==> src/rtl/cla_multiword_adder_seq_if.sv <==
// Request/result bundle for the sequential multi-word CLA adder.
// The master drives the operands and start; the slave (the adder) returns
// handshake status and the registered result.
interface cla_multiword_adder_seq_if #(
  parameter int WIDTH = 64
);
  logic             start;
  logic [WIDTH-1:0] a;
  logic [WIDTH-1:0] b;
  logic             cin;
  logic             ready;
  logic             busy;
  logic             done;
  logic [WIDTH-1:0] sum;
  logic             cout;
  logic             overflow;

  modport master (
    output start, a, b, cin,
    input  ready, busy, done, sum, cout, overflow
  );

  modport slave (
    input  start, a, b, cin,
    output ready, busy, done, sum, cout, overflow
  );
endinterface

==> src/rtl/cla_multiword_adder_seq.sv <==
// Sequential wide adder: one 16-bit two-level carry-lookahead slice per cycle,
// LSB slice first, with the slice carry-out registered between cycles.
// WIDTH must be a multiple of 16 and at least 16.
module cla_multiword_adder_seq #(
  parameter int WIDTH = 64
) (
  input  logic                     clk,
  input  logic                     rst_n,
  cla_multiword_adder_seq_if.slave bus
);

  localparam int NSLICE = WIDTH / 16;
  localparam int IDXW   = (NSLICE > 1) ? $clog2(NSLICE) : 1;
  localparam logic [IDXW-1:0] LAST_IDX = IDXW'(NSLICE - 1);

  typedef enum logic [1:0] {
    S_IDLE = 2'd0,
    S_RUN  = 2'd1,
    S_DONE = 2'd2
  } state_t;

  state_t           state;
  state_t           state_nxt;
  logic [IDXW-1:0]  idx;
  logic             carry_q;
  logic [WIDTH-1:0] a_q;
  logic [WIDTH-1:0] b_q;
  logic [WIDTH-1:0] sum_q;
  logic             cout_q;
  logic             ovf_q;

  logic [15:0]      sl_a;
  logic [15:0]      sl_b;
  logic [15:0]      sl_s;
  logic             sl_c4;
  logic             sl_c15;

  // 16-bit two-level CLA. Returns {carry out of bit 15, carry into bit 15, sum}.
  // Group carries come straight from group P/G and the slice carry-in, so no
  // carry ripples from one 4-bit group to the next.
  function automatic logic [17:0] cla16(input logic [15:0] x,
                                        input logic [15:0] y,
                                        input logic        c0);
    logic [15:0] p;
    logic [15:0] g;
    logic [15:0] bc;
    logic [3:0]  gp;
    logic [3:0]  gg;
    logic [4:0]  gc;
    int          b;
    p = x ^ y;
    g = x & y;
    for (int j = 0; j < 4; j++) begin
      b     = 4 * j;
      gp[j] = p[b+3] & p[b+2] & p[b+1] & p[b];
      gg[j] = g[b+3]
            | (p[b+3] & g[b+2])
            | (p[b+3] & p[b+2] & g[b+1])
            | (p[b+3] & p[b+2] & p[b+1] & g[b]);
    end
    gc[0] = c0;
    gc[1] = gg[0] | (gp[0] & c0);
    gc[2] = gg[1] | (gp[1] & gg[0]) | (gp[1] & gp[0] & c0);
    gc[3] = gg[2] | (gp[2] & gg[1]) | (gp[2] & gp[1] & gg[0])
          | (gp[2] & gp[1] & gp[0] & c0);
    gc[4] = gg[3] | (gp[3] & gg[2]) | (gp[3] & gp[2] & gg[1])
          | (gp[3] & gp[2] & gp[1] & gg[0])
          | (gp[3] & gp[2] & gp[1] & gp[0] & c0);
    for (int j = 0; j < 4; j++) begin
      b       = 4 * j;
      bc[b]   = gc[j];
      bc[b+1] = g[b] | (p[b] & gc[j]);
      bc[b+2] = g[b+1] | (p[b+1] & g[b]) | (p[b+1] & p[b] & gc[j]);
      bc[b+3] = g[b+2] | (p[b+2] & g[b+1]) | (p[b+2] & p[b+1] & g[b])
              | (p[b+2] & p[b+1] & p[b] & gc[j]);
    end
    return {gc[4], bc[15], p ^ bc};
  endfunction

  // State register.
  always_ff @(posedge clk or negedge rst_n) begin
    if (!rst_n) state <= S_IDLE;
    else        state <= state_nxt;
  end

  // Next-state logic: IDLE -> RUN on start, RUN for NSLICE edges, DONE for one.
  always_comb begin
    state_nxt = state;
    case (state)
      S_IDLE:  if (bus.start) state_nxt = S_RUN;
      S_RUN:   if (idx == LAST_IDX) state_nxt = S_DONE;
      S_DONE:  state_nxt = S_IDLE;
      default: state_nxt = S_IDLE;
    endcase
  end

  // Status outputs decoded from state; ready is high during reset since state is IDLE.
  always_comb begin
    bus.ready = (state == S_IDLE);
    bus.busy  = (state == S_RUN);
    bus.done  = (state == S_DONE);
  end

  // Select the current slice of the captured operands.
  always_comb begin
    sl_a = '0;
    sl_b = '0;
    for (int k = 0; k < NSLICE; k++) begin
      if (idx == IDXW'(k)) begin
        sl_a = a_q[16*k +: 16];
        sl_b = b_q[16*k +: 16];
      end
    end
  end

  assign {sl_c4, sl_c15, sl_s} = cla16(sl_a, sl_b, carry_q);

  // Operand capture, per-slice sum write-back and final carry/overflow.
  // Everything clears on reset so an aborted operation leaves nothing behind.
  always_ff @(posedge clk or negedge rst_n) begin
    if (!rst_n) begin
      idx     <= '0;
      carry_q <= 1'b0;
      a_q     <= '0;
      b_q     <= '0;
      sum_q   <= '0;
      cout_q  <= 1'b0;
      ovf_q   <= 1'b0;
    end else begin
      case (state)
        S_IDLE: begin
          if (bus.start) begin
            a_q     <= bus.a;
            b_q     <= bus.b;
            carry_q <= bus.cin;
            idx     <= '0;
          end
        end
        S_RUN: begin
          for (int k = 0; k < NSLICE; k++) begin
            if (idx == IDXW'(k)) sum_q[16*k +: 16] <= sl_s;
          end
          carry_q <= sl_c4;
          idx     <= idx + 1'b1;
          if (idx == LAST_IDX) begin
            cout_q <= sl_c4;
            ovf_q  <= sl_c15 ^ sl_c4;
          end
        end
        default: ;
      endcase
    end
  end

  assign bus.sum      = sum_q;
  assign bus.cout     = cout_q;
  assign bus.overflow = ovf_q;

endmodule

==> src/flat_wrapper.sv <==
// flat-port wrapper written by rule: the top's interface ports become plain ports
module cla_multiword_adder_seq_flat 
#(
  parameter int WIDTH = 64
)
  (clk, rst_n, bus_start, bus_a, bus_b, bus_cin, bus_ready, bus_busy, bus_done, bus_sum, bus_cout, bus_overflow);
  cla_multiword_adder_seq_if #(.WIDTH(WIDTH)) bus_i ();
  input  logic clk;
  input  logic rst_n;
  input wire logic [$bits(bus_i.start)-1:0] bus_start;
  input wire logic [$bits(bus_i.a)-1:0] bus_a;
  input wire logic [$bits(bus_i.b)-1:0] bus_b;
  input wire logic [$bits(bus_i.cin)-1:0] bus_cin;
  output wire logic [$bits(bus_i.ready)-1:0] bus_ready;
  output wire logic [$bits(bus_i.busy)-1:0] bus_busy;
  output wire logic [$bits(bus_i.done)-1:0] bus_done;
  output wire logic [$bits(bus_i.sum)-1:0] bus_sum;
  output wire logic [$bits(bus_i.cout)-1:0] bus_cout;
  output wire logic [$bits(bus_i.overflow)-1:0] bus_overflow;
  assign bus_i.start = bus_start;
  assign bus_i.a = bus_a;
  assign bus_i.b = bus_b;
  assign bus_i.cin = bus_cin;
  assign bus_ready = bus_i.ready;
  assign bus_busy = bus_i.busy;
  assign bus_done = bus_i.done;
  assign bus_sum = bus_i.sum;
  assign bus_cout = bus_i.cout;
  assign bus_overflow = bus_i.overflow;
  cla_multiword_adder_seq #(.WIDTH(WIDTH)) u_core (.clk(clk), .rst_n(rst_n), .bus(bus_i));
endmodule
==> config.mk <==
export PLATFORM = sky130hd
export DESIGN_NAME = cla_multiword_adder_seq_flat
export DESIGN_NICKNAME = d
export VERILOG_FILES = /design/src/rtl/cla_multiword_adder_seq_if.sv /design/src/rtl/cla_multiword_adder_seq.sv /design/src/flat_wrapper.sv
export SDC_FILE = /design/constraint.sdc
export NUM_CORES = 1
export LEC_CHECK = 0
export BUFFER_PORTS_ARGS = -buffer_cell sky130_fd_sc_hd__buf_2
export CORE_ASPECT_RATIO = 1.2
export CORE_MARGIN = 8
export CORE_UTILIZATION = 26
export CTS_CLUSTER_DIAMETER = 30
export DETAILED_ROUTE_END_ITERATION = 12
export PLACE_DENSITY = 0.52
export RECOVER_POWER = 100
export SLEW_MARGIN = 10
export SYNTH_ARGS = -nofsm -noshare
export SYNTH_HDL_FRONTEND = slang
export SYNTH_SLANG_ARGS = --single-unit
==> constraint.sdc <==
create_clock -name clk -period 7.6 [get_ports clk]
set_input_delay 1.52 -clock clk [delete_from_list [all_inputs] [get_ports clk]]
set_output_delay 1.52 -clock clk [all_outputs]
set_load 0.02 [all_outputs]
==> run metrics <==
CP Data Required Time 7.89 ns; Main synth FF type dfrtp_1; crit start category register; layout cells sized above 1 between 10% and 20%; Clk Latency, worst-skew pair ~0.45 ns; CTS sink count between 150 and 200; Die X ~190 µm; DRT antenna net count 0; initial antenna violation count 2; setup TNS 0 ns; Max H-tree Level 4; maximum clock frequency between 150 and 200 MHz; chip height 223 µm; reg2reg setup slack 1.77 ns; drt pass-1 iters 7; Placer Congestion between 0.8 and 0.9; full die area between 40,000 and 50,000 µm²; CP endpoint kind register; largest net degree at the start of global routing between 100 and 150; Async S/R FF share, synth 100%; post-synthesis cell count between 1,000 and 1,500; Reg clk slew, reported paths approximately 0.09 ns; post-synth net total about 1,300; EDFF count, synth 0; crit share post-route between 70 and 80%; LEAKAGE roughly 5.5 nW; Hold WS roughly 0.48 ns; Max clock buf depth 2; # IOs around 200; Synth Warn # 0; FILL cells 3,890; vias per cell between 4 and 5; Final Skew between 0.015 and 0.02 ns; Yosys reg bits 199; Syn Area/Cell approximately 8.4 µm²; layout net count roughly 1,400; Fin. Hold Viols 0; vias in the first global route 8,080; crit path max fanout 62; Overflow after GRT 0; Starting Density 26.1%; CTS Root Buffer Type clkbuf_16; HPWL Detailed between 20,000 and 25,000 µm; Distinct cells, synth 43; CP arrival between 6 and 7 ns; Worst IR Drop VDD a little under 0.0002 V; failing checks capacitance limit, slew limit; minimum clock period approximately 6 ns; Setup Viol. Count Final 0; outcome finished, violations left; Post-Syn Area approximately 9300 µm²; sequential-to-total area share from yosys stat a little over half; Core Area around 36,000 µm²; wire length per cell about 18 µm; Port Buffers 200; Syn-to-layout area delta 20.4%; final count of pins violating max slew between 400 and 500; CTS tree done; Num CTS Buffers 17; RSZ-0062 raised after global routing no; global-route wire length before repair approximately 47,000 µm; Hold Buf Count CTS 0; Iteration-0 DRC Markers between 400 and 500; cts repair resizes 0; Worst-Margin Slew roughly 4.5 ns; Vias 7,781; DRC 0; Cell Rows between 70 and 80; worst hold path type register to register; CP Class register to register; Setup Fix Bufs, Post-CTS 0; final WL 30,700 µm; PwrDens about 500 nW/µm²; All-Layer GR Usage between 10% and 20%; Max Cap Viol 5; Slew headroom -203%
==> final timing paths <==
check | to | cells past startpoint | from
hold / removal | u_core.bus.sum[15] | 2 | u_core.bus.sum[15]
setup / recovery | u_core.bus.sum[41] | 12 | u_core.idx[0]
hold reg to reg | u_core.bus.sum[15] | 2 | u_core.bus.sum[15]
max in group asynchronous | u_core.b_q[34] | 2 | rst_n
setup reg to reg | u_core.bus.sum[41] | 12 | u_core.idx[0]
min in group asynchronous | u_core.bus.sum[47] | 1 | rst_n
==> layer usage <==
| layer | up-vias | global-route usage [%] | part of all wire, % |
|---|---|---|---|
| li1 | 3928 | - | - |
| met1 | 3646 | 19.0 | 46 |
| met2 | 189 | 23.9 | 48 |
| met3 | 18 | 2.75 | 4.4 |
| met4 | 0 | 4.39 | 1.4 |
| met5 | - | 0 | 0 |
==> per-stage QoR <==
stage	setup slack (ns)	power, mW	utilization, %	cells	area, µm²
finish	1.77	5.62	31.4	1749	11200
global route	1.13	6.13	31.4	1749	11200
CTS	2.54	5.78	31.8	1747	11300
detailed placement	2.57	4.80	30.1	1715	10700
global placement	2.77	4.75	30.1	1715	10700
floorplan	3.63	3.75	-	1105	9280
==> registers in the layout, summed over array words and instances, names as in the netlist <==
signal and count:
u_core.a_q 64, u_core.bus.sum 64, u_core.b_q 64, u_core.bus.cout 1, u_core.idx 2, u_core.state 2
u_core.bus.overflow 1, u_core.carry_q 1
==> cells in the mapped netlist (all sizes together) (5+ instances only) <==
cell	n	area (µm²)
a22oi	19	143
nand3b	5	37.5
mux2	7	78.8
nor2	49	184
a21oi	58	290
clkbuf	61	229
a221oi	6	58.8
nor3	16	80.1
o31ai	13	97.6
nand3	10	50.1
nand2	496	1860
dfrtp	199	4980
a21o	7	52.6
o21ai	81	405
buf	5	27.5
inv	10	37.5
ha	20	250
==> layout make-up <==
class	instances	area [µm²]	area share, %
antenna	2	5.00	0.0448
clock buffer	17	425	3.81
clock inverter	15	198	1.77
inverter	12	46.3	0.415
multi-input combinational	828	3970	35.5
sequential	199	4980	44.6
tap	468	586	5.24
timing repair buffer	208	961	8.61
==> critical path, cell delays in order (launching register included) <==
cell,delay [ns]
dfrtp_1,0.42
ha_1,0.33
clkbuf_1,1.66
o21ai_0,0.52
ha_1,0.50
and2_0,0.18
nand3b_1,0.13
a211oi_1,0.41
or2_4,0.29
clkinvlp_2,0.33
fa_1,0.48
xor2_1,0.29
o21ai_0,0.13
==> cell families (layout without fill, tap and decap cells) <==
kind of cell               count (synthesis)  count (layout)  share of synthesized area (%)
AOI/OAI and AO/OA                        198             198                           12.8
xor gates and xnor gates                   7               7                          0.661
adders and majority gates                 24              24                           3.56
buffers and inverters                     78             252                           3.39
DFF                                      199             199                           53.7
muxes                                      8               8                          0.958
other                                      0               2                              0
and+or+nand+nor                          591             591                           25.0
==> layout by cell type (no fill, tap or decap), types with 2 or more instances in the layout <==
master and instances:
xor2_1 4, nand3b_1 5, a21boi_0 2, nor3b_1 2, a21oi_1 58, clkinv_8 6, inv_1 10, buf_2 130
nand3_1 10, a21o_1 7, clkbuf_16 17, nand2_1 496, nor2_1 49, a221oi_1 6, xnor2_1 3, nand2b_1 3
nor2b_1 3, fa_1 4, and2_0 2, dfrtp_1 199, ha_1 18, inv_8 3, o21ai_0 81, o211ai_1 4
nor3_1 16, mux2_2 7, ha_2 2, clkbuf_2 2, diode_2 2, buf_4 4, o31ai_1 13, inv_12 2
clkbuf_1 72, a22oi_1 19, o21a_1 3, inv_6 2
==> power by group <==
part	internal [mW]	switching, mW
logic	0.879	1.94
clock network	0.454	0.496
registers	1.55	0.297
(Power assumes the default switching activity.)
